File: src/rtl/ram_arb_pkg.sv
// Shared types and constants for the two-requester RAM arbiter.
package ram_arb_pkg;

  localparam int unsigned DEF_AW = 5;
  localparam int unsigned DEF_DW = 4;

  localparam logic REQ_A = 1'b0;
  localparam logic REQ_B = 1'b1;

  typedef enum logic [1:0] {
    IDLE = 2'd0,
    BUSY = 2'd1,
    RESP = 2'd2
  } state_t;

endpackage

File: src/rtl/ram_core.sv
// Synchronous single-port RAM: writes when we is high, otherwise registers mem[addr] to q.
module ram_core #(
  parameter int unsigned AW = 5,
  parameter int unsigned DW = 4
) (
  input  logic          clk,
  input  logic          we,
  input  logic [AW-1:0] addr,
  input  logic [DW-1:0] wdata,
  output logic [DW-1:0] q
);

  logic [DW-1:0] mem [2**AW];

  always_ff @(posedge clk) begin
    if (we) begin
      mem[addr] <= wdata;
    end else begin
      q <= mem[addr];
    end
  end

endmodule

File: src/rtl/ram_arbiter.sv
// Round-robin arbiter and access sequencer placing two requesters in front of one ram_core.
module ram_arbiter
  import ram_arb_pkg::*;
#(
  parameter int unsigned AW = DEF_AW,
  parameter int unsigned DW = DEF_DW
) (
  input  logic          clk,
  input  logic          rst,
  input  logic          a_req,
  input  logic          a_we,
  input  logic [AW-1:0] a_addr,
  input  logic [DW-1:0] a_wdata,
  output logic          a_gnt,
  output logic          a_rvalid,
  output logic [DW-1:0] a_rdata,
  input  logic          b_req,
  input  logic          b_we,
  input  logic [AW-1:0] b_addr,
  input  logic [DW-1:0] b_wdata,
  output logic          b_gnt,
  output logic          b_rvalid,
  output logic [DW-1:0] b_rdata,
  output logic          busy
);

  state_t        state_q, state_d;
  logic          last_q, last_d;
  logic          owner_q, owner_d;
  logic          cmd_we_q, cmd_we_d;
  logic [AW-1:0] cmd_addr_q, cmd_addr_d;
  logic [DW-1:0] cmd_wdata_q, cmd_wdata_d;
  logic          win;
  logic [DW-1:0] ram_q;

  always_ff @(posedge clk or posedge rst) begin
    if (rst) begin
      state_q     <= IDLE;
      last_q      <= REQ_B;
      owner_q     <= REQ_A;
      cmd_we_q    <= 1'b0;
      cmd_addr_q  <= '0;
      cmd_wdata_q <= '0;
    end else begin
      state_q     <= state_d;
      last_q      <= last_d;
      owner_q     <= owner_d;
      cmd_we_q    <= cmd_we_d;
      cmd_addr_q  <= cmd_addr_d;
      cmd_wdata_q <= cmd_wdata_d;
    end
  end

  always_comb begin
    state_d     = state_q;
    last_d      = last_q;
    owner_d     = owner_q;
    cmd_we_d    = cmd_we_q;
    cmd_addr_d  = cmd_addr_q;
    cmd_wdata_d = cmd_wdata_q;
    win         = REQ_A;
    unique case (state_q)
      IDLE: begin
        if (a_req || b_req) begin
          // On a tie the requester that did not win last time goes first.
          if (a_req && b_req) begin
            win = (last_q == REQ_A) ? REQ_B : REQ_A;
          end else begin
            win = a_req ? REQ_A : REQ_B;
          end
          owner_d     = win;
          last_d      = win;
          cmd_we_d    = (win == REQ_A) ? a_we : b_we;
          cmd_addr_d  = (win == REQ_A) ? a_addr : b_addr;
          cmd_wdata_d = (win == REQ_A) ? a_wdata : b_wdata;
          state_d     = BUSY;
        end
      end
      BUSY:    state_d = cmd_we_q ? IDLE : RESP;
      RESP:    state_d = IDLE;
      default: state_d = IDLE;
    endcase
  end

  ram_core #(
    .AW(AW),
    .DW(DW)
  ) u_ram (
    .clk  (clk),
    .we   ((state_q == BUSY) && cmd_we_q),
    .addr (cmd_addr_q),
    .wdata(cmd_wdata_q),
    .q    (ram_q)
  );

  // BUSY lasts exactly one cycle, so the grant pulse is decoded from it.
  assign busy     = (state_q != IDLE);
  assign a_gnt    = (state_q == BUSY) && (owner_q == REQ_A);
  assign b_gnt    = (state_q == BUSY) && (owner_q == REQ_B);
  assign a_rvalid = (state_q == RESP) && (owner_q == REQ_A);
  assign b_rvalid = (state_q == RESP) && (owner_q == REQ_B);
  assign a_rdata  = a_rvalid ? ram_q : '0;
  assign b_rdata  = b_rvalid ? ram_q : '0;

endmodule

File: config.mk
export PLATFORM = sky130hd
export DESIGN_NAME = ram_arbiter
export DESIGN_NICKNAME = d
export VERILOG_FILES = /design/src/rtl/ram_arb_pkg.sv /design/src/rtl/ram_core.sv /design/src/rtl/ram_arbiter.sv
export SDC_FILE = /design/constraint.sdc
export NUM_CORES = 1
export LEC_CHECK = 0
export BUFFER_PORTS_ARGS = -buffer_cell sky130_fd_sc_hd__buf_2
export CORE_MARGIN = 4
export CORE_UTILIZATION = 55
export DETAILED_ROUTE_END_ITERATION = 8
export GPL_TIMING_DRIVEN = 0
export PLACE_DENSITY = 0.73
export SLEW_MARGIN = 40
export SYNTH_ARGS = -nofsm -noshare
export SYNTH_HDL_FRONTEND = slang
export SYNTH_SLANG_ARGS = --single-unit
export TNS_END_PERCENT = 30
File: constraint.sdc
create_clock -name clk -period 2.2 [get_ports clk]
set_input_delay 0.44 -clock clk [delete_from_list [all_inputs] [get_ports clk]]
set_output_delay 0.44 -clock clk [all_outputs]
set_load 0.03 [all_outputs]
# Word level (Yosys, flattened, before mapping)
# Memory sizes are Yosys's and may differ from the RTL's. A register that Yosys moved wholly into a read port is not among the register bits.
# Index checks and enable logic that the tools add are counted.
[word_totals] out_inout_bits=13 latch_bits=0 regBits=14 rom_bits=0 in_bits=24 ram_bits=128 mem_count=1 wordCells=37
[memory_table] name="u_ram.mem" words=32 word_bits=4 read_ports=1 rd_clocked_by_memory_dff=1 wr=1 line="ram_core.sv:13" source="logic [DW-1:0] mem [2**AW];"
[classes] n_bitwise=1 eq_ne=3 multipliers=0 reduce_logical=11 add_sub_neg=0 n_lt_le_gt_ge=0 n_div=0 n_shift=0 muxes=15
[op_table] cell="$mux 4" count=3
[op_table] cell="$mux 1" count=8
[op_table] cell="$logic_and 1x1->1" count=6
[op_table] cell="$mux 5" count=1
[op_table] cell="$mux 2" count=2
[op_table] cell="$pmux 2 s2" count=1
[op_table] cell="$eq 2x1->1 const B" count=1
[op_table] cell="$eq 2x2->1 const B" count=1
[op_table] cell="$logic_not 2->1" count=1
[op_table] cell="$ne 2x2->1 const B" count=1
[op_table] cell="$reduce_and 2->1" count=1
[op_table] cell="$reduce_bool 2->1" count=1
[op_table] cell="$logic_not 1->1" count=1
[op_table] cell="$logic_or 1x1->1" count=1
[op_table] cell="$not 1->1" count=1

# Logic depth before layout (Yosys ltp)
[depth] depth_word=5 ltp_mapped=7 depth_no_buf=4

# Cells and area by module
# From an unflattened synthesis, not the netlist that was laid out.
[unflattened] hier_cells=407 hier_area_um2=6203.4
[by_module_without_submodules] mod="ram_core" instances=1 seq_area_each_um2=3963.8 cells_each=319 area_each_um2=5380.2
[by_module_without_submodules] mod="ram_arbiter" instances=1 seq_area_each_um2=351.6 cells_each=88 area_each_um2=823.3

# Least setup slack after synthesis
# OpenSTA, ideal clock, no wires.
[synth_path] path_kind="register -> output" start="register state_q[0]" end="output a_rdata[0]" arrival_time_ns=1.706 stages_incl_launch_ff=3 path_slack_ns=0.054 path_cell_list="dfrtp_1 > nor3b_1 > and2_1"
[synth_via] elab_chain_cells=3
[synth_lines] item="start, declared" line="ram_arbiter.sv:27" source="state_t state_q, state_d;"
[synth_lines] item="start signal, assigned" line="ram_arbiter.sv:45" source="state_q <= state_d;"
[synth_lines] item="$eq 2x2->1" line="ram_arbiter.sv:100" source="assign a_rvalid = (state_q == RESP) && (owner_q == REQ_A);"
[synth_lines] item="$logic_and 1x1->1" line="ram_arbiter.sv:100"
[synth_lines] item="via a_rvalid" line="ram_arbiter.sv:15" source="output logic a_rvalid,"
[synth_lines] item="$mux 4" line="ram_arbiter.sv:102" source="assign a_rdata = a_rvalid ? ram_q : '0;"
[synth_lines] item="end, declared" line="ram_arbiter.sv:16" source="output logic [DW-1:0] a_rdata,"
# The timed path passes the listed nets, and every way through them passes these cells.

# Final worst setup path
[layout_path] start="register cmd_addr_q[2]" end="memory u_ram.mem[9][1], enable pin"
[layout_rtl] item="start, declared" line="ram_arbiter.sv:31" source="logic [AW-1:0] cmd_addr_q, cmd_addr_d;"
[layout_rtl] item="start signal, assigned" line="ram_arbiter.sv:49" source="cmd_addr_q <= cmd_addr_d;"
[layout_rtl] item="end, declared" line="ram_core.sv:13"
# No word-level cell before the write port.

==> run_results.csv <==
group,metric,value,unit
die,start_util,56.0,%
route,vias,3545,
power,p_leak,0.00266,uW
yosys,synth_top_flop_cell,"edfxtp_1",
die,ioPinCount,37,
yosys,syn_inst,392,
clocking,htree_num_levels,4,
min_path,hold_path_end,"cmd_wdata_q[0]",
critical_path,arrival,2340,ps
grt,grt_usage,21.1,%
grt,antenna_found_initial,0,
critical_path,path_cells,"buf_2 -> buf_2 -> buf_2 -> or3b_1 -> nor2_1",
critical_path,critPathSlowestCell,"or3b_1",
cells_and_area,fillers,786,
clocking,cts-root-buf,"clkbuf_8",
yosys,ys_seq_area_share,71.1,%
cells_and_area,utilization,65.4,%
timing,setup_tns,0,ps
route,antenna_left,0,
power,vdd_drop_max,0.784,mV
die,core-area,10800,sq um
min_path,min_path_cells,3,
route,vias_per_cell,5.92,
yosys,synthDistinctLibCells,36,
timing,layout_setup_ws,60.2,ps
clocking,postCtsSetupBuffers,0,
timing,finalHoldViolations,0,
cells_and_area,nets,471,
cells_and_area,n_antenna_cell,0,
power,pwr-share-seq,43.8,%
yosys,synth_warnings,0,
critical_path,critPathTopFamily,"simple AND/OR/NAND/NOR gates",
critical_path,r2r_cells,5,
die,die_width,113,um
timing,rsz0062_at_grt,"true",
route,wl_per_cell,21.2,um
timing,fmax,0.467,GHz
grt,overflow,0,
placement,place_worst_setup_slack,-111,ps
yosys,async_flop_share,9.59,%
die,die_h,113,um
outcome,status,"completed",
critical_path,start_kind,"flip-flop",
critical_path,crit_start,"cmd_addr_q[2]",
cells_and_area,final_common_cell,"edfxtp_1",
timing,setup_violations,0,
clocking,cts_tree,"done",
yosys,synth_fp_nets,416,
timing,relSlewSlack,55.9,%
power,switching_share,33.7,%
grt,grt_pass1_wl,19.8,mm
yosys,synth_edf_count,132,
critical_path,r2r_slack,60,ps
timing,finalCriticalPeriod,2140,ps
critical_path,end_kind,"flip-flop",
critical_path,path_class,"flip-flop to flip-flop",
cells_and_area,final_cell_mix,"edfxtp_1, mux2i_1, buf_2, nor2_1, o22ai_1",
clocking,numCtsBuffers,17,
power,p_per_area,1360,nW/um^2
grt,grt_max_degree,34,
power,pwr-share-comb,26.3,%
timing,fin_crit_sh,97.3,%
cells_and_area,syn_to_final_growth,16.8,%
placement,gp_congestion,0.884,
critical_path,cpPeakStageDelay,530,ps
critical_path,worstPathMaxFanout,10,
die,dieArea,12800,sq um
placement,portBuffers,36,
critical_path,crit_top_cell,"buf_2",
yosys,syn_area,6070,sq um
cells_and_area,drive_gt1_share,23.7,%
route,dr.pass1.iters,5,
critical_path,required,2400,ps
grt,grt_pass1_vias,3660,
min_path,worstHoldStart,"a_wdata[0]",
route,drcViolationCount,0,
critical_path,cp.buffers_inverters,3,
placement,dp_hpwl,8.08,mm
clocking,clock_latency,530,ps
timing,clock_skew,9.53,ps
power,intPower,6370,uW
clocking,clock-sinks,146,
critical_path,timing.rr.start,"cmd_addr_q[2]",
clocking,cts_max_path_buffers,2,
power,p_sw,3240,uW
critical_path,timing.rr.end,"u_ram.mem[9][1]",
yosys,postSynthAreaPerCell,15.5,sq um
route,wirelength,12.7,mm
timing,tightest_slew,661,ps
power,pwr-share-clk,29.9,%
timing,drv_slew,0,
min_path,hp-class,"input pin to flip-flop",
clocking,path_clk_slew,60,ps
route,drtIter0Drc,446,
flow_run,drv_cap,0,
die,rows,38,
yosys,synth-seq-cells,146,
[layout make-up]
cell class	count	area [sq um]	share of cell area [%]
multi-input cells	223	1680	23.7
clock inverters	14	176	2.49
repair buffers	37	190	2.68
flip-flops and latches	146	4320	61.0
plain buffers	20	123	1.73
well taps	140	175	2.47
clock buffers	17	414	5.84
inverters	2	7.51	0.106
[sequential cells by signal, indices dropped and copies added (netlist names)]
name / flops
cmd_we_q: 1
cmd_addr_q: 5
owner_q: 1
cmd_wdata_q: 4
last_q: 1
u_ram.q: 4
u_ram.mem: 128
state_q: 2
[worst max-delay path by stage]
stage	endpoint	slack [ps]	cells after the start
floorplan	a_rdata[0]	50	2
CTS	u_ram.mem[4][1]	20	4
detailed placement	u_ram.mem[24][1]	-110	4
global route	u_ram.mem[9][1]	-20	5
global placement	u_ram.mem[24][1]	-40	4
finish	u_ram.mem[9][1]	60	5
[repair_timing]
item / 4_1_cts / 5_1_grt
hold buffers: 1 / 0
pin swaps: 0 / 0
hold endpoints to repair: 13 / 0
endpoints found under the setup margin: 17 / 41
gates resized for setup: 5 / 11
gates cloned: 0 / 0
[Yosys cell counts, types with 4 or more instances]
master      n  area share [%]
buf_2      14             1.2
nand4b_1    4            0.58
nor2_1     44             2.7
edfxtp_1  132              65
nor3_1      4            0.33
nand2_1     8            0.49
a21oi_1    10            0.82
mux2i_1    74              12
dfrtp_1    13             5.4
nor4_1      8            0.82
and2_1      9            0.93
o22ai_1    32             3.3
[power groups by stage]
| stage | Sequential, uW | Clock (uW) | Combinational, uW |
|---|---|---|---|
| 6_report | 4200 | 2870 | 2530 |
| 5_1_grt | 4260 | 3040 | 2680 |
| 4_1_cts | 4210 | 2890 | 2460 |
| 3_5_place_dp | 4250 | 0 | 2430 |
| 3_3_place_gp | 4230 | 0 | 2380 |
| 2_1_floorplan | 3990 | 0 | 1800 |
[worst register-to-register path, cell delays in order, from the launching register on]
cell and delay, ps:
dfrtp_1 360, buf_2 180, buf_2 200, buf_2 230
or3b_1 540, nor2_1 310
[routing by layer]
| metal | routed length (um) | GRT usage, % |
|---|---|---|
| met2 | 6500 | 33.5 |
| met1 | 5130 | 27.7 |
| met5 | 0 | 0 |
| met4 | 339 | 10.3 |
| met3 | 749 | 4.55 |
[per-stage QoR]
stage | hold slack, ps | instance area (sq um) | std cells | power, uW
floorplan | 329 | 6070 | 392 | 5790
global placement | 488 | 6420 | 568 | 6610
detailed placement | 503 | 6430 | 568 | 6680
CTS | 190 | 7050 | 600 | 9570
global route | 208 | 7090 | 599 | 9980
finish | 207 | 7090 | 599 | 9610
[cell families after synthesis]
logic type,synth area share (%)
AO/OA/AOI/OAI,4.21
AND/OR/NAND/NOR,9.90
flip-flops,71.1
buffers and inverters,2.21
multiplexers,12.6
Note: power is estimated with default switching activity, not from simulation.
